--- src/rtl/trigger_pkg.sv ---
// Shared command encodings and next-state helpers for the trigger bank flip-flops.
// The JK command is indexed {J,K}, and the RS command is indexed {S,R}.
package trigger_pkg;

    typedef enum logic [1:0] {
        JK_HOLD   = 2'b00,
        JK_RESET  = 2'b01,
        JK_SET    = 2'b10,
        JK_TOGGLE = 2'b11
    } jk_cmd_e;

    typedef enum logic [1:0] {
        RS_HOLD = 2'b00,
        RS_CLR  = 2'b01,
        RS_SET  = 2'b10,
        RS_BOTH = 2'b11
    } rs_cmd_e;

    function automatic logic next_jk(input jk_cmd_e cmd, input logic q);
        logic q_next;
        q_next = q;
        case (cmd)
            JK_HOLD:   q_next = q;
            JK_RESET:  q_next = 1'b0;
            JK_SET:    q_next = 1'b1;
            JK_TOGGLE: q_next = ~q;
            default:   q_next = q;
        endcase
        return q_next;
    endfunction

    // The forbidden R=S=1 combination keeps the stored value.
    function automatic logic next_rs(input rs_cmd_e cmd, input logic q);
        logic q_next;
        q_next = q;
        case (cmd)
            RS_HOLD: q_next = q;
            RS_CLR:  q_next = 1'b0;
            RS_SET:  q_next = 1'b1;
            RS_BOTH: q_next = q;
            default: q_next = q;
        endcase
        return q_next;
    endfunction

endpackage

--- src/rtl/trigger_cell.sv ---
// One bit lane of the trigger bank: a D, a JK and an RS flip-flop, plus the
// registered R&S flag. All of these elements share the asynchronous active-low reset.
module trigger_cell
    import trigger_pkg::*;
(
    input  logic clk,
    input  logic rst_n,
    input  logic i_d,
    input  logic i_j,
    input  logic i_k,
    input  logic i_r,
    input  logic i_s,
    output logic o_q_d,
    output logic o_q_jk,
    output logic o_q_rs,
    output logic o_rs_both
);

    logic    r_q_d;
    logic    r_q_jk;
    logic    r_q_rs;
    logic    r_rs_both;
    jk_cmd_e w_jk_cmd;
    rs_cmd_e w_rs_cmd;
    logic    w_q_jk_next;
    logic    w_q_rs_next;

    assign w_jk_cmd    = jk_cmd_e'({i_j, i_k});
    assign w_rs_cmd    = rs_cmd_e'({i_s, i_r});
    assign w_q_jk_next = next_jk(w_jk_cmd, r_q_jk);
    assign w_q_rs_next = next_rs(w_rs_cmd, r_q_rs);

    always_ff @(posedge clk or negedge rst_n) begin
        if (!rst_n) begin
            r_q_d     <= 1'b0;
            r_q_jk    <= 1'b0;
            r_q_rs    <= 1'b0;
            r_rs_both <= 1'b0;
        end else begin
            r_q_d     <= i_d;
            r_q_jk    <= w_q_jk_next;
            r_q_rs    <= w_q_rs_next;
            r_rs_both <= i_r & i_s;
        end
    end

    assign o_q_d     = r_q_d;
    assign o_q_jk    = r_q_jk;
    assign o_q_rs    = r_q_rs;
    assign o_rs_both = r_rs_both;

endmodule

--- src/rtl/trigger_bank.sv ---
// WIDTH independent trigger cells. Each cell holds a D, a JK and an RS flip-flop.
// Every output is driven directly by a flop.
module trigger_bank
    import trigger_pkg::*;
#(
    parameter int WIDTH = 1
) (
    input  logic             clk,
    input  logic             rst_n,
    input  logic [WIDTH-1:0] D,
    input  logic [WIDTH-1:0] J,
    input  logic [WIDTH-1:0] K,
    input  logic [WIDTH-1:0] R,
    input  logic [WIDTH-1:0] S,
    output logic [WIDTH-1:0] q_d,
    output logic [WIDTH-1:0] q_jk,
    output logic [WIDTH-1:0] q_rs,
    output logic [WIDTH-1:0] rs_both
);

    generate
        for (genvar gi = 0; gi < WIDTH; gi++) begin : g_lane
            trigger_cell u_cell (
                .clk      (clk),
                .rst_n    (rst_n),
                .i_d      (D[gi]),
                .i_j      (J[gi]),
                .i_k      (K[gi]),
                .i_r      (R[gi]),
                .i_s      (S[gi]),
                .o_q_d    (q_d[gi]),
                .o_q_jk   (q_jk[gi]),
                .o_q_rs   (q_rs[gi]),
                .o_rs_both(rs_both[gi])
            );
        end
    endgenerate

endmodule

--- config.mk ---
export PLATFORM = sky130hd
export DESIGN_NAME = trigger_bank
export DESIGN_NICKNAME = d
export VERILOG_FILES = /design/src/rtl/trigger_pkg.sv /design/src/rtl/trigger_cell.sv /design/src/rtl/trigger_bank.sv
export SDC_FILE = /design/constraint.sdc
export NUM_CORES = 1
export LEC_CHECK = 0
export ABC_AREA = 1
export CORE_AREA = 2 2 39 41
export CTS_BUF_LIST = sky130_fd_sc_hd__clkbuf_2 sky130_fd_sc_hd__clkbuf_4 sky130_fd_sc_hd__clkbuf_8
export DETAILED_ROUTE_END_ITERATION = 6
export DIE_AREA = 0 0 41 43
export HOLD_SLACK_MARGIN = 0.06
export PLACE_DENSITY_LB_ADDON = 0.08
export REMOVE_ABC_BUFFERS = 1
export SLEW_MARGIN = 40
export SYNTH_ARGS = -nofsm -noshare
export SYNTH_HDL_FRONTEND = slang
export SYNTH_SLANG_ARGS = --single-unit
--- constraint.sdc ---
create_clock -name clk -period 1.05 [get_ports clk]
set_clock_uncertainty 0.2 [all_clocks]
set_input_delay 0.105 -clock clk [delete_from_list [all_inputs] [get_ports clk]]
set_output_delay 0.105 -clock clk [all_outputs]
set_load 0.02 [all_outputs]
# [After elaboration in Yosys (flattened, before gate mapping)]
# Index checks and enable logic that the tools add are counted.
[classes] n_reduce_logical=3 mux=2 eq_ne=6 n_bitwise=2
[ops] operator="== test 2 bit, second input constant" count=4
[ops] operator="== test 2 x 1 -> 1 bit, second input constant" count=2
[ops] operator="logical NOT 2 bit" count=2
[ops] operator="one-hot mux 1 bit (3 select lines)" count=1
[ops] operator="one-hot mux 1 bit (2 select lines)" count=1
[ops] operator="OR reduction 2 bit" count=1
[ops] operator="AND 1 bit" count=1
[ops] operator="NOT 1 bit" count=1
[totals] register_bits=4 in_bits=7

# [Logic depth before layout (Yosys ltp)]
[logic_depth] word_depth=2 depth_mapped=5

# [Least setup slack after synthesis]
# Ideal clock, no wire load.
[synth_timing] path_kind="register to register" start="register g_lane[0].u_cell.r_q_jk" end="register g_lane[0].u_cell.r_q_jk" t_arrival_ps=587 period_less_slack_ps=903 n_path_buf=0 path_stages_with_launch=4 setup_slack_ps=147 path_cell_list="dfrtp_1 inv_1 nand2_1 nand2_1"
[synth_between] elab_chain_len=2
[synth_rtl] element="start: declaration" line="trigger_cell.sv:20" source="logic r_q_jk;"
[synth_rtl] element="start signal: assignment" line="trigger_cell.sv:41" source="r_q_jk <= w_q_jk_next;"
[synth_rtl] element="NOT 1 bit" line="trigger_pkg.sv:26" source="JK_TOGGLE: q_next = ~q;"
[synth_rtl] element="one-hot mux 1 bit (3 select lines)" line="trigger_pkg.sv:22" source="case (cmd)"
# Every way passes these cells.
# A chain may end at the register's enable or synchronous reset.

# [Final worst setup path]
[layout_timing] start="register g_lane[0].u_cell.r_q_rs" end="output port q_rs"
[layout_lines] element="start: declaration" line="trigger_cell.sv:21" source="logic r_q_rs;"
[layout_lines] element="start signal: assignment" line="trigger_cell.sv:42" source="r_q_rs <= w_q_rs_next;"
[layout_lines] element="end: declaration" line="trigger_bank.sv:17" source="output logic [WIDTH-1:0] q_rs,"
# No word-level cell between the ends.

==> impl_metrics.toml <==
[grt]
grt_usage_pct = 4.532
grt_pass1_wl_um = 448
antenna_found_initial = 0
grt_pass1_vias = 133
grt_max_degree = 5
grt_overflow_total = 0

[cells_and_area]
final_cells = 47
post-route-util_pct = 23.78
multi_input_area_um2 = 60.06
fillers = 160
diodes = 0
postLayoutCellArea_um2 = 329.1
syn2layout_area_growth_pct = 102.3
nets = 42
seqCellArea_um2 = 100.1
drive_above_1_share_pct = 35.48

[logic_synthesis]
avgSynthCellArea_um2 = 10.17
synth_area_um2 = 162.7
yosys-top-cells-area = "dfrtp_1, ha_1, nand2_1"
synthDistinctLibCells = 4
synth-warning-count = 0
synth.yosys.seq_area_share_pct = 61.54
synth-edff-count = 0
synth_top_cell_by_area = "dfrtp_1"
synth_flop_cell = "dfrtp_1"
yosys.cell_count.top_type = "nand2_1"
syn-instance-count = 16
yosysTopAreaCellShare_pct = 61.54
synth-async-reset-ratio_pct = 100.0
synth_commonest_cells = "nand2_1, dfrtp_1, inv_1"
yosys_register_bits = 4

[routing]
drc_errors = 0
vias = 145
wl_um = 332
first_pass_iters = 1
drtIter0Drc = 0
wire_per_inst_um = 7.064
ant_nets = 0
vias_per_cell = 3.085

[clock_network]
clockRootBuffer = "clkbuf_4"
holdBufCountCts = 1
cts.sinks = 4
insertion_delay_ns = 0.23
clock_path_buffers = 2
cts_tree = "done"
htreeDepth = 1
cts_made_buffers = 3
path_clk_slew_ns = 0.04

[flow_run]
max_cap_violations = 0

[floorplanning]
die_x_um = 41
die_h_um = 43
num_io_pins = 11
rows = 14
die_area_mm2 = 0.001763
initial_core_util_pct = 11.75
design.core.area_mm2 = 0.001384

[power_and_ir_drop]
p_total_uw = 466.6
p_leak_nw = 0.1741
power.density_mw_per_mm2 = 1418
ir_drop_v = 0.0003175

[setup_path]
crit_required_ns = 0.74
path_max_fanout = 2
crit_chain = "buf_6"
start_kind = "register"
cp_slowest_stage_delay_ns = 0.39
r2r_slack_ns = 0.12
critPathBufInv = 1
cpLargestDelayFamily = "flip-flops"
worstSetupPathType = "register to output port"
critPathArrivalTime_ns = 0.75
endpoint_kind = "output port"
slowest_stage = "dfrtp_1"

[timing]
maxSlewHeadroom_pct = 87.04
setup_viol = 1
finalSetupTns_ns = -0.008785
setup_ws_ns = -0.008785
rsz0062_at_grt = "true"
fin_crit_sh_pct = 100.8
slew_violations = 0
hold_viol = 4
period_needed_ns = 1.059
hold_ws_ns = -0.04922
fmax_ghz = 0.9445
worst_slew_pin_slew_ns = 0.1937

[placement]
place_inst = 43
place_area_um2 = 290.3
dp_slack_ns = -0.3177
hpwlAfterDp_um = 261.9
port_buffers = 10
globalplace.congestion = 0.5989

[run_status]
violations = "negative hold slack, negative setup slack"
status = "finished with violations"

[min_path]
hp-class = "primary input to async pin"
## registers in the layout, indices dropped and copies added, names as in the netlist
| signal | count |
|---|---|
| g_lane.u_cell.o_q_jk | 1 |
| g_lane.u_cell.o_q_d | 1 |
| g_lane.u_cell.o_q_rs | 1 |
| g_lane.u_cell.o_rs_both | 1 |
## worst reg2reg max path, cell delays in order, from the launching register on
cell and delay [ns]:
dfrtp_1 0.38, buf_4 0.14, nand2_1 0.05, nand2_1 0.05
## cells in the final DEF (no fill, tap or decap), drive strengths merged
| master | instances |
|---|---|
| dlygate4sd3 | 1 |
| inv | 4 |
| nand2 | 6 |
| dlygate4sd2 | 2 |
| buf | 6 |
| clkdlybuf4s50 | 3 |
| clkbuf | 3 |
| dfrtp | 4 |
| ha | 2 |
## area by class of cell
class / instances / share of cell area [%]
repair buffers: 12 / 33.84
flip-flops and latches: 4 / 30.42
multi-input cells: 8 / 18.25
clock buffers: 3 / 6.844
well taps: 16 / 6.084
inverters: 4 / 4.563
## what timing repair did
item | in CTS | in global routing
hold endpoints to repair | 4 | 4
setup endpoints to repair | 5 | 5
pin swaps | 1 | 0
gates resized for setup | 22 | 4
buffers inserted | 0 | 1
## cells by family (layout without fill, tap and decap cells)
group	Yosys count	after routing	synth area share [%]
buf+inv	4	19	9.228
flops	4	4	61.54
fa+ha+maj	2	2	15.38
simple gates	6	6	13.85
## worst paths after layout
kind                                      endpoint  depth (start not counted)                    start
setup reg to reg           g_lane[0].u_cell.o_q_jk                          3  g_lane[0].u_cell.o_q_jk
hold / removal             g_lane[0].u_cell.o_q_jk                          1                    rst_n
setup / recovery                              q_rs                          1  g_lane[0].u_cell.o_q_rs
max in group asynchronous   g_lane[0].u_cell.o_q_d                          1                    rst_n
hold reg to reg            g_lane[0].u_cell.o_q_rs                          2  g_lane[0].u_cell.o_q_rs
min in group clk            g_lane[0].u_cell.o_q_d                          1                        D
## report_power, final
part | internal [mW] | switching (mW)
logic | 0.0598 | 0.0463
registers | 0.169 | 0.00849
clock network | 0.127 | 0.0555
total | 0.356 | 0.110
## layer usage
layer  vias to the layer above  global-route usage, %  routed length, um
met5                         -                      0                  0
met4                         0                  10.00                  0
met3                         0                      0                 37
met2                         8                  5.313                160
met1                        62                  4.221                134
li1                         75                      -                  -
No activity file was read; power rests on OpenSTA's default activity.
